[src/rtl/frame_painter_if.sv]
// Sequencer/ROM/VGA-side signal bundle for frame_painter. The painter uses the slave view and its
// driver uses the master view.
interface frame_painter_if;
  logic        wren;
  logic        show_title;
  logic        draw_black;
  logic        show_game_over;
  logic        flash;
  logic [14:0] rom_addr;
  logic [2:0]  title_q;
  logic [2:0]  gameover_q;
  logic [7:0]  x;
  logic [6:0]  y;
  logic [2:0]  colour;
  logic        plot;
  logic        done;

  modport master (
    output wren, show_title, draw_black, show_game_over, flash, title_q, gameover_q,
    input  rom_addr, x, y, colour, plot, done
  );

  modport slave (
    input  wren, show_title, draw_black, show_game_over, flash, title_q, gameover_q,
    output rom_addr, x, y, colour, plot, done
  );
endinterface

[src/rtl/frame_painter.sv]
// Pixel-sweep engine: walks a WIDTH x HEIGHT frame, reads colour from the title/game-over ROM and
// plots it aligned to ROM_LAT. Define FRAME_BORDER_EN to paint a border in black mode.
module frame_painter #(
  parameter int unsigned ROM_LAT      = 1,
  parameter int unsigned WIDTH        = 160,
  parameter int unsigned HEIGHT       = 120,
  parameter logic [2:0]  FLASH_COLOUR = 3'b100
`ifdef FRAME_BORDER_EN
  ,
  parameter logic [2:0]  BORDER_COLOUR = 3'b111
`endif
) (
  input logic            clk,
  input logic            rst,
  frame_painter_if.slave bus
);
  typedef enum logic [1:0] {StIdle, StSweep, StDrain} state_e;
  typedef enum logic [1:0] {ModeTitle, ModeBlack, ModeGameOver, ModeFlash} mode_e;

  localparam logic [14:0] LastAddr = 15'(WIDTH * HEIGHT - 1);
  localparam logic [7:0]  XMax     = 8'(WIDTH - 1);
`ifdef FRAME_BORDER_EN
  localparam logic [6:0]  YMax     = 7'(HEIGHT - 1);
`endif

  state_e      r_state, w_state_d;
  mode_e       r_mode, w_mode_d, w_sel_mode;
  logic        w_sel_any, w_start, w_issue, w_last, w_empty;
  logic        r_armed, r_complete, w_complete_d, r_done, w_done_d;
  logic [7:0]  r_cx, w_cx_d;
  logic [6:0]  r_cy, w_cy_d;
  logic [14:0] r_addr, w_addr_d;

  // Delay line matching ROM read latency; index ROM_LAT-1 lines up with title_q/gameover_q.
  logic [ROM_LAT-1:0] r_pv;
  logic [7:0]         r_pcx   [ROM_LAT];
  logic [6:0]         r_pcy   [ROM_LAT];
  mode_e              r_pmode [ROM_LAT];

  logic [7:0] r_x, w_px;
  logic [6:0] r_y, w_py;
  logic [2:0] r_colour, w_colour;
  logic       r_plot;

  always_comb begin
    w_sel_any  = 1'b1;
    w_sel_mode = ModeTitle;
    if (bus.show_title)          w_sel_mode = ModeTitle;
    else if (bus.draw_black)     w_sel_mode = ModeBlack;
    else if (bus.show_game_over) w_sel_mode = ModeGameOver;
    else if (bus.flash)          w_sel_mode = ModeFlash;
    else                         w_sel_any  = 1'b0;
  end

  assign w_start = (r_state == StIdle) && bus.wren && r_armed && w_sel_any;
  assign w_last  = (r_addr == LastAddr);
  assign w_empty = ~|r_pv;

  always_comb begin
    w_state_d    = r_state;
    w_mode_d     = r_mode;
    w_issue      = 1'b0;
    w_complete_d = r_complete;
    w_done_d     = 1'b0;
    w_cx_d       = r_cx;
    w_cy_d       = r_cy;
    w_addr_d     = r_addr;
    case (r_state)
      StIdle: begin
        if (w_start) begin
          w_issue      = 1'b1;
          w_mode_d     = w_sel_mode;
          w_complete_d = w_last;
          w_state_d    = w_last ? StDrain : StSweep;
        end
      end
      StSweep: begin
        if (!bus.wren) begin
          w_state_d = StDrain;
        end else begin
          w_issue = 1'b1;
          if (w_last) begin
            w_state_d    = StDrain;
            w_complete_d = 1'b1;
          end
        end
      end
      StDrain: begin
        if (w_empty) begin
          w_state_d = StIdle;
          w_done_d  = r_complete;
        end
      end
      default: w_state_d = StIdle;
    endcase

    if (w_issue && !w_last) begin
      w_addr_d = r_addr + 15'd1;
      if (r_cx == XMax) begin
        w_cx_d = 8'd0;
        w_cy_d = r_cy + 7'd1;
      end else begin
        w_cx_d = r_cx + 8'd1;
      end
    end
    if (w_state_d != StSweep) begin
      w_cx_d   = 8'd0;
      w_cy_d   = 7'd0;
      w_addr_d = 15'd0;
    end
  end

  assign w_px = r_pcx[ROM_LAT-1];
  assign w_py = r_pcy[ROM_LAT-1];

  always_comb begin
    w_colour = 3'b000;
    case (r_pmode[ROM_LAT-1])
      ModeTitle: w_colour = bus.title_q;
      ModeBlack: begin
`ifdef FRAME_BORDER_EN
        if (w_px == 8'd0 || w_px == XMax || w_py == 7'd0 || w_py == YMax) begin
          w_colour = BORDER_COLOUR;
        end
`endif
      end
      ModeGameOver: w_colour = bus.gameover_q;
      ModeFlash:    w_colour = (bus.gameover_q == 3'b000) ? FLASH_COLOUR : bus.gameover_q;
      default:      w_colour = 3'b000;
    endcase
  end

  always_ff @(posedge clk or posedge rst) begin
    if (rst) begin
      r_state    <= StIdle;
      r_mode     <= ModeTitle;
      r_armed    <= 1'b1;
      r_complete <= 1'b0;
      r_done     <= 1'b0;
      r_cx       <= 8'd0;
      r_cy       <= 7'd0;
      r_addr     <= 15'd0;
      r_pv       <= '0;
      for (int i = 0; i < ROM_LAT; i++) begin
        r_pcx[i]   <= 8'd0;
        r_pcy[i]   <= 7'd0;
        r_pmode[i] <= ModeTitle;
      end
      r_x      <= 8'd0;
      r_y      <= 7'd0;
      r_colour <= 3'b000;
      r_plot   <= 1'b0;
    end else begin
      r_state    <= w_state_d;
      r_mode     <= w_mode_d;
      r_armed    <= !bus.wren ? 1'b1 : (w_start ? 1'b0 : r_armed);
      r_complete <= w_complete_d;
      r_done     <= w_done_d;
      r_cx       <= w_cx_d;
      r_cy       <= w_cy_d;
      r_addr     <= w_addr_d;
      r_pv[0]    <= w_issue;
      r_pcx[0]   <= r_cx;
      r_pcy[0]   <= r_cy;
      r_pmode[0] <= w_mode_d;
      for (int i = 1; i < ROM_LAT; i++) begin
        r_pv[i]    <= r_pv[i-1];
        r_pcx[i]   <= r_pcx[i-1];
        r_pcy[i]   <= r_pcy[i-1];
        r_pmode[i] <= r_pmode[i-1];
      end
      r_plot <= r_pv[ROM_LAT-1];
      if (r_pv[ROM_LAT-1]) begin
        r_x      <= w_px;
        r_y      <= w_py;
        r_colour <= w_colour;
      end
    end
  end

  assign bus.rom_addr = r_addr;
  assign bus.x        = r_x;
  assign bus.y        = r_y;
  assign bus.colour   = r_colour;
  assign bus.plot     = r_plot;
  assign bus.done     = r_done;
endmodule

[src/flat_wrapper.sv]
// flat-port wrapper written by rule: the top's interface ports become plain ports
module frame_painter_flat 
#(
  parameter int unsigned ROM_LAT      = 1,
  parameter int unsigned WIDTH        = 160,
  parameter int unsigned HEIGHT       = 120,
  parameter logic [2:0]  FLASH_COLOUR = 3'b100

)
  (clk, rst, bus_wren, bus_show_title, bus_draw_black, bus_show_game_over, bus_flash, bus_title_q, bus_gameover_q, bus_rom_addr, bus_x, bus_y, bus_colour, bus_plot, bus_done);
  frame_painter_if bus_i ();
  input logic clk;
  input logic rst;
  input wire logic [$bits(bus_i.wren)-1:0] bus_wren;
  input wire logic [$bits(bus_i.show_title)-1:0] bus_show_title;
  input wire logic [$bits(bus_i.draw_black)-1:0] bus_draw_black;
  input wire logic [$bits(bus_i.show_game_over)-1:0] bus_show_game_over;
  input wire logic [$bits(bus_i.flash)-1:0] bus_flash;
  input wire logic [$bits(bus_i.title_q)-1:0] bus_title_q;
  input wire logic [$bits(bus_i.gameover_q)-1:0] bus_gameover_q;
  output wire logic [$bits(bus_i.rom_addr)-1:0] bus_rom_addr;
  output wire logic [$bits(bus_i.x)-1:0] bus_x;
  output wire logic [$bits(bus_i.y)-1:0] bus_y;
  output wire logic [$bits(bus_i.colour)-1:0] bus_colour;
  output wire logic [$bits(bus_i.plot)-1:0] bus_plot;
  output wire logic [$bits(bus_i.done)-1:0] bus_done;
  assign bus_i.wren = bus_wren;
  assign bus_i.show_title = bus_show_title;
  assign bus_i.draw_black = bus_draw_black;
  assign bus_i.show_game_over = bus_show_game_over;
  assign bus_i.flash = bus_flash;
  assign bus_i.title_q = bus_title_q;
  assign bus_i.gameover_q = bus_gameover_q;
  assign bus_rom_addr = bus_i.rom_addr;
  assign bus_x = bus_i.x;
  assign bus_y = bus_i.y;
  assign bus_colour = bus_i.colour;
  assign bus_plot = bus_i.plot;
  assign bus_done = bus_i.done;
  frame_painter #(.ROM_LAT(ROM_LAT), .WIDTH(WIDTH), .HEIGHT(HEIGHT), .FLASH_COLOUR(FLASH_COLOUR)) u_core (.clk(clk), .rst(rst), .bus(bus_i));
endmodule
[config.mk]
export PLATFORM = sky130hd
export DESIGN_NAME = frame_painter_flat
export DESIGN_NICKNAME = d
export VERILOG_FILES = /design/src/rtl/frame_painter_if.sv /design/src/rtl/frame_painter.sv /design/src/flat_wrapper.sv
export SDC_FILE = /design/constraint.sdc
export NUM_CORES = 1
export LEC_CHECK = 0
export CAP_MARGIN = 5
export CORE_MARGIN = 5
export CORE_UTILIZATION = 55
export CTS_CLUSTER_SIZE = 40
export DETAILED_ROUTE_END_ITERATION = 16
export PLACE_DENSITY = 0.81
export SETUP_SLACK_MARGIN = 0.2
export SLEW_MARGIN = 10
export SYNTH_ARGS = -nofsm -noshare
export SYNTH_HDL_FRONTEND = slang
export SYNTH_SLANG_ARGS = --single-unit
[constraint.sdc]
create_clock -name clk -period 4.65 [get_ports clk]
set_input_delay 0.6975 -clock clk [delete_from_list [all_inputs] [get_ports clk]]
set_output_delay 0.6975 -clock clk [all_outputs]
set_load 0.02 [all_outputs]
==> flow_summary_export.csv <==
group,metric,value,unit
layout,antennaDiodeCount,0,
sta,fmax,0.352,GHz
logic_synthesis,synth_top_area_share,61.5,%
logic_synthesis,synth_nets,254,
clock_network,cts.clk_slew.worst_paths,70,ps
sta,post-route-period-util,61.2,%
logic_synthesis,ys_ff_latch,72,
pwr,p_comb_share,20.1,%
detailed_routing,drc,0,
setup_path,worst_path_max_delay_cell,"a221o_1",
sta,fin_worst_skew,7.41,ps
logic_synthesis,ys_top_cells_by_count,"71 x dfrtp_1, 35 x nor2_1, 17 x xnor2_1, 15 x mux2_2, 12 x nand2_1",
clock_network,htreeDepth,3,
detailed_routing,drt_first_pass_iters,4,
layout,fin_cells,366,
sta,tightest_slew,1030,ps
pwr,p_leak,1.58,nW
layout,drive_gt1_share,13.9,%
logic_synthesis,yosysTopAreaCell,"dfrtp_1",
logic_synthesis,synth_cell_types,43,
clock_network,clockBufferDepth,2,
sta,finalHoldViolCount,0,
detailed_routing,vias,1940,
sta,setup_viol,0,
pwr,swShare,29.8,%
sta,slew_headroom,31.5,%
clock_network,cts_hold_buf,0,
layout,nFillCells,384,
logic_synthesis,yosysMostFrequentCell,"dfrtp_1",
grt,grt_pass1_wl,9.44,mm
sta,hold_ws,392,ps
setup_path,cp_top_family,"compound AO/OA/AOI/OAI gates",
pwr,irDropWorstVdd,0.346,mV
place,place.gp.congestion,0.745,
floorplan,die_y,82.5,µm
pwr,power_density,439,nW/µm²
setup_path,max_stage_delay,960,ps
logic_synthesis,ys.flop_type,"dfrtp_1",
setup_path,cp-end-kind,"register",
place,portBuffers,47,
clock_network,cts_tree,"built",
grt,grt_overflow,0,
pwr,clkPwrFrac,30.2,%
floorplan,start_util,56.6,%
floorplan,core_area,5110,µm²
clock_network,root_buffer,"clkbuf_8",
grt,antenna_found_initial,0,
pwr,internal_power,1.12,mW
grt,grt_max_degree,46,
clock_network,cts_sinks,72,
grt,grt_pass1_vias,2000,
floorplan,die_area,6800,µm²
clock_network,worstSkewPairLatency,330,ps
clock_network,cts_resized,0,
outcome,status,"finished, final reports clean",
logic_synthesis,synth-edff-count,0,
setup_path,path_class,"input pin to register",
run,max_cap_viol_count,0,
floorplan,die_w,82.5,µm
floorplan,rows,26,
setup_path,start_kind,"input pin",
setup_path,path_cells,"clkdlybuf4s50_1 -> o41ai_1 -> a221o_1 -> nor2_1",
logic_synthesis,ys_seq_area_share,62.4,%
detailed_routing,wl_per_cell,14.3,µm
detailed_routing,wl,5.22,mm
sta,period_needed,2840,ps
logic_synthesis,synth_cells,238,
sta,grt_setup_unrepaired,"false",
detailed_routing,antenna_left,0,
setup_path,cp.required,4830,ps
layout,nets,307,
place,placed_cells,350,
logic_synthesis,synth-async-reset-ratio,100,%
clock_network,cts_setup_buffers,0,
logic_synthesis,avgSynthCellArea,12.1,µm²
sta,fin_setup_tns,0,ps
logic_synthesis,synthTopCellsByArea,"dfrtp_1 61%, mux2_2 5.8%, xnor2_1 5.2%, nor2_1 4.5%, nand3_1 1.9%",
worst_hold_path,hp-class,"register to register",
logic_synthesis,yosysWarningCount,0,
setup_path,worstPathMaxFanout,29,
logic_synthesis,syn-cell-area,2890,µm²
layout,syn2layout_area_growth,25.5,%
pwr,seqPwrFrac,49.8,%
detailed_routing,via_per_inst,5.30,
detailed_routing,first_iter_violations,92,
place,dpl.hpwl,3.51,mm
sta,finalMaxSlewViolations,0,
setup_path,crit_buf_inv,1,
setup_path,arrival,3020,ps
pwr,p_sw,0.474,mW
clock_network,cts_made_buffers,9,
grt,grtUsageTotal,18.4,%
floorplan,num_io_pins,48,
layer usage:
layer / share of wire (%) / global-route usage, % / vias to the layer above
met3: 4.4 / 3.58 / 9
met1: 47 / 25.8 / 961
met2: 46 / 27.3 / 38
met4: 1.8 / 9.47 / 0
met5: 0 / 0 / -
li1: - / - / 932
state kept, by name, summed over array words and instances (netlist names), 2 cells and up:
register	cells
u_core.bus.x	8
u_core.r_cx	8
u_core.bus.y	7
u_core.r_pcx	8
u_core.r_cy	7
u_core.bus.colour	3
u_core.bus.rom_addr	15
u_core.r_state	2
u_core.r_mode	2
u_core.r_pcy	7
area by class of cell:
cell class / instances / area, µm² / share of cell area (%)
timing repair buffer: 48 / 478 / 13.2
tap: 70 / 87.6 / 2.42
clock inverter: 2 / 10.0 / 0.276
sequential: 72 / 1800 / 49.7
multi-input combinational: 153 / 1030 / 28.4
clock buffer: 14 / 193 / 5.31
inverter: 7 / 26.3 / 0.725
stage by stage:
step	instance area, µm²	utilization (%)	power, mW	setup slack [ps]
after detailed placement	3420	67.0	1.13	1440
after global placement	3420	67.0	1.11	1510
after CTS	3630	71.0	1.60	1790
final	3630	71.0	1.59	1810
after global routing	3630	71.0	1.68	1520
after floorplan	2890	-	1.00	2130
logic make-up (layout without fill, tap and decap cells):
kind of cell,after synthesis,count (layout),share of synthesized area [%]
xor+xnor,23,23,6.97
compound gates,21,21,5.33
simple gates,90,90,15.8
buf+inv,13,71,1.99
fa+ha+maj,3,3,1.30
mux,16,16,6.19
flops,72,72,62.4
worst paths after layout:
| check | startpoint | end | slack, ps | cells past startpoint |
|---|---|---|---|---|
| worst max-delay path | bus_draw_black | u_core.bus.rom_addr[4]$_DFFE_PP0P_ | 1810 | 4 |
| min in group asynchronous | rst | u_core.bus.plot$_DFF_PP0_ | 880 | 2 |
| worst min-delay path | u_core.r_cy[6]$_DFFE_PP0P_ | u_core.r_pcy[6]$_DFF_PP0_ | 390 | 0 |
| max in group asynchronous | rst | u_core.r_cx[6]$_DFFE_PP0P_ | 2890 | 3 |
| worst min register to register | u_core.r_cy[6]$_DFFE_PP0P_ | u_core.r_pcy[6]$_DFF_PP0_ | 390 | 0 |
| worst max register to register | u_core.bus.rom_addr[0]$_DFFE_PP0P_ | u_core.bus.rom_addr[4]$_DFFE_PP0P_ | 2030 | 5 |
cells in the final DEF, fill, tap and decap left out, types with 7 or more instances in the layout:
cell type	count
clkbuf_8	14
mux2_2	15
nor3_1	7
clkdlybuf4s50_1	47
xnor2_1	17
nand2_1	12
nor2_1	35
nand3_1	11
dfrtp_1	71
power by group through the flow:
stage / logic, mW / clock network, mW / registers (mW)
after floorplan: 0.198 / 0 / 0.805
after global placement: 0.313 / 0 / 0.800
after detailed placement: 0.323 / 0 / 0.804
after CTS: 0.324 / 0.488 / 0.792
after global routing: 0.355 / 0.523 / 0.807
final: 0.320 / 0.481 / 0.793
(Power assumes the default switching activity.)
